`src/rtl/sat_counter.sv`:
```
// Saturating up-counter with increment enable and asynchronous active-low clear.
module sat_counter #(
    parameter int WIDTH = 16
) (
    input  logic             clk,
    input  logic             i_clr_n,
    input  logic             i_inc,
    output logic [WIDTH-1:0] o_count
);

    logic [WIDTH-1:0] count_q;
    logic [WIDTH-1:0] count_d;

    // Advance on request, but stick at all-ones instead of wrapping.
    always_comb begin
        count_d = count_q;
        if (i_inc && (count_q != {WIDTH{1'b1}})) begin
            count_d = count_q + WIDTH'(1);
        end
    end

    // Count register, cleared asynchronously.
    always_ff @(posedge clk or negedge i_clr_n) begin
        if (!i_clr_n) begin
            count_q <= '0;
        end else begin
            count_q <= count_d;
        end
    end

    assign o_count = count_q;

endmodule

```
`config.mk`:
```
export PLATFORM = sky130hd
export DESIGN_NAME = sat_counter
export DESIGN_NICKNAME = d
export VERILOG_FILES = /design/src/rtl/sat_counter.sv
export SDC_FILE = /design/constraint.sdc
export NUM_CORES = 1
export LEC_CHECK = 0
export ABC_CLOCK_PERIOD_IN_PS = 1540
export CAP_MARGIN = 20
export CELL_PAD_IN_SITES_DETAIL_PLACEMENT = 0
export CELL_PAD_IN_SITES_GLOBAL_PLACEMENT = 2
export CORE_ASPECT_RATIO = 1.1
export CORE_MARGIN = 2
export CORE_UTILIZATION = 28
export CTS_CLUSTER_DIAMETER = 120
export DETAILED_ROUTE_END_ITERATION = 16
export HOLD_SLACK_MARGIN = 0.1
export PLACE_DENSITY = 0.83
export RECOVER_POWER = 25
export SLEW_MARGIN = 20
export SYNTH_ARGS = -nofsm -noshare
export SYNTH_HDL_FRONTEND = slang
export SYNTH_SLANG_ARGS = --single-unit
```
`constraint.sdc`:
```
create_clock -name clk -period 1.54 [get_ports clk]
set_clock_uncertainty 0.2 [all_clocks]
set_input_delay 0.231 -clock clk [delete_from_list [all_inputs] [get_ports clk]]
set_output_delay 0.231 -clock clk [all_outputs]
set_load 0.05 [all_outputs]
```
==> results.toml <==
[global_route]
grt_pass1_wl_mm = 3.86
antenna_found_initial = 0
grtUsageTotal_pct = 13.6
gr-usage-met1_pct = 18.6
grt_max_degree = 17
top_usage_layer = "met2"
met3_usage_pct = 2.50
grt_use_met2_pct = 22.1
overflow = 0
grt_pass1_vias = 819

[sta]
slew_headroom_pct = 73.1
fmax_mhz = 610
finalMaxSlewViolations = 0
finalCriticalPeriod_ns = 1.64
setup_viol = 6
timing.final.crit_share_pct = 107
hold_viol = 0
totalNegativeSetupSlack_ns = -0.217
rsz0062_at_grt = "yes"
worstMarginPinSlew_ns = 0.403
setup_slack_ns = -0.100

[route]
routed_wl_mm = 2.29
drt_iter0_drc = 14
wl_per_cell_um = 14.1
antenna_left = 0
vias_per_cell = 5.12
drtPass1Iterations = 4
vias = 830
drc = 0

[die]
die_y_um = 62.1
rows = 21
die_w_um = 56.8
start_util_pct = 28.7
dieArea_mm2 = 0.00353
fp.coreArea_mm2 = 0.00300
io_pins = 19

[power_and_ir_drop]
vdd_ir_drop_max_v = 0.000912
power_mw = 2.11
p_leak_nw = 0.694
powerDensity_mw_per_mm2 = 1320

[yosys]
synth-seq-cells = 16
yosysTopAreaCellShare_pct = 46.6
yosysWarnings = 0
synth.largest_area_cell = "dfrtp_1"
syn_avg_cell_area_um2 = 11.9
yosys-top-cells-area = "dfrtp_1 47%, nand4_1 5.8%, xnor2_1 5.1%, nor4_4 4.9%, o21a_1 4.4%"
mappedNetlistArea_um2 = 860
netlist_instances = 72
synth_fp_nets = 76
ys_seq_area_share_pct = 46.6
yosysUniqueCellTypes = 27

[final_layout]
n_antenna_cell = 0
multi_input_area_um2 = 495
seq_area_um2 = 420
largest_reg_flops = 16
final_common_cell = "buf_4"
area_growth_pct = 85.7
layout_common_cells = "31 x buf_4, 16 x dfrtp_2, 16 x buf_12"
layout.nets = 133
drive_gt1_share_pct = 67.2
fill_cells = 282

[worst_setup_path]
crit_type = "register to register"
worstPathRequired_ns = 1.52
worst-r2r-setup-slack_ns = -0.10
arrival_ns = 1.62
timing.reg2reg.worst_path_depth = 5
worst_setup_path_start_kind = "register"
worst_setup_path_end_kind = "register"
path_max_fanout = 4

[place]
gp_congestion = 0.794
place_hpwl_mm = 1.79
portBuffers = 18

[min_path]
min_path_cells = 4
hp-class = "input pin to register"

[status]
status = "finished with violations"
violations = "setup timing"

[cts]
cts_made_buffers = 3
clock-sinks = 16
clk_latency_ns = 0.28
clkTransAtPathRegs_ns = 0.10
root_buffer = "clkbuf_4"
cts-htree-levels = 1
clock_path_buffers = 2
cts_tree = "done"

[job]
drv_cap = 0
==> synth_stat cells <==
master,count
nand3_1,5
a31oi_1,3
nand2_1,4
and3_1,2
xor2_1,2
nor3_2,1
nand4_1,8
nor2_2,1
and4_4,1
ha_1,1
and4_2,1
xnor2_1,5
a32oi_1,1
nand4_2,1
o21a_1,5
nor2_1,2
dfrtp_1,16
o31ai_4,1
o211ai_1,1
o21ai_0,1
nand3_4,1
a21oi_1,3
and4_1,1
nor4_4,2
and4b_1,1
nand4_4,1
mux2_1,1
==> layout make-up <==
type | instances | share of cell area, %
flip-flops and latches | 16 | 26.3
clock buffers | 4 | 2.27
repair buffers | 52 | 37.7
well taps | 34 | 2.66
multi-input cells | 56 | 31.0
==> layer usage <==
| layer | up-vias | wire [um] |
|---|---|---|
| met2 | 16 | 1180 |
| met3 | 2 | 84 |
| li1 | 395 | - |
| met4 | 0 | 15 |
| met1 | 417 | 1010 |
| met5 | - | 0 |
==> power by group <==
| part | total, mW | switching, mW | internal (mW) | leakage [nW] |
|---|---|---|---|---|
| registers | 0.621 | 0.103 | 0.517 | 0.189 |
| logic | 1.21 | 0.581 | 0.628 | 0.483 |
| clock network | 0.282 | 0.139 | 0.144 | 0.0210 |
==> final timing paths <==
check,startpoint,endpoint
max in group asynchronous,i_clr_n,o_count[8]
min,i_inc,o_count[4]
min reg2reg,o_count[15],o_count[15]
min in group asynchronous,i_clr_n,o_count[4]
max reg2reg,o_count[0],o_count[1]
max,o_count[0],o_count[1]
==> critical path, cell delays in order, from the launching register on <==
cell and delay (ns):
dfrtp_2 0.43, ha_4 0.18, buf_4 0.12, nand3_4 0.07, o31ai_4 0.22, mux2_4 0.32
==> timing repair <==
action / CTS / global route
endpoints found under the hold margin: 16 / 0
resized for setup: 1 / 5
setup buffers: 1 / 2
hold buffers: 1 / 0
endpoints found under the setup margin: 6 / 16
pin swaps: 0 / 4
==> kinds of logic (layout without fill, tap and decap cells) <==
| kind of cell | Yosys count | count (layout) | share of synthesized area [%] |
|---|---|---|---|
| and+or+nand+nor | 32 | 32 | 30.3 |
| DFF | 16 | 16 | 46.6 |
| AOI/OAI and AO/OA | 15 | 15 | 13.2 |
| xor gates and xnor gates | 7 | 7 | 7.13 |
| adders and majority gates | 1 | 1 | 1.46 |
| muxes | 1 | 1 | 1.31 |
| buffers and inverters | 0 | 56 | 0 |
==> per-stage QoR <==
| stage | worst slack [ns] | cells | utilization (%) | instance area, um^2 | hold WS, ns |
|---|---|---|---|---|---|
| finish | -0.100 | 162 | 53.3 | 1600 | 0.267 |
| global route | -0.174 | 162 | 53.3 | 1600 | 0.293 |
| CTS | -0.0564 | 160 | 52.3 | 1570 | 0.396 |
| global placement | -0.237 | 154 | 50.3 | 1510 | 0.354 |
| detailed placement | -0.266 | 154 | 50.3 | 1510 | 0.367 |
| floorplan | -0.266 | 72 | - | 900 | -0.265 |
No activity file was read; power rests on OpenSTA's default activity.
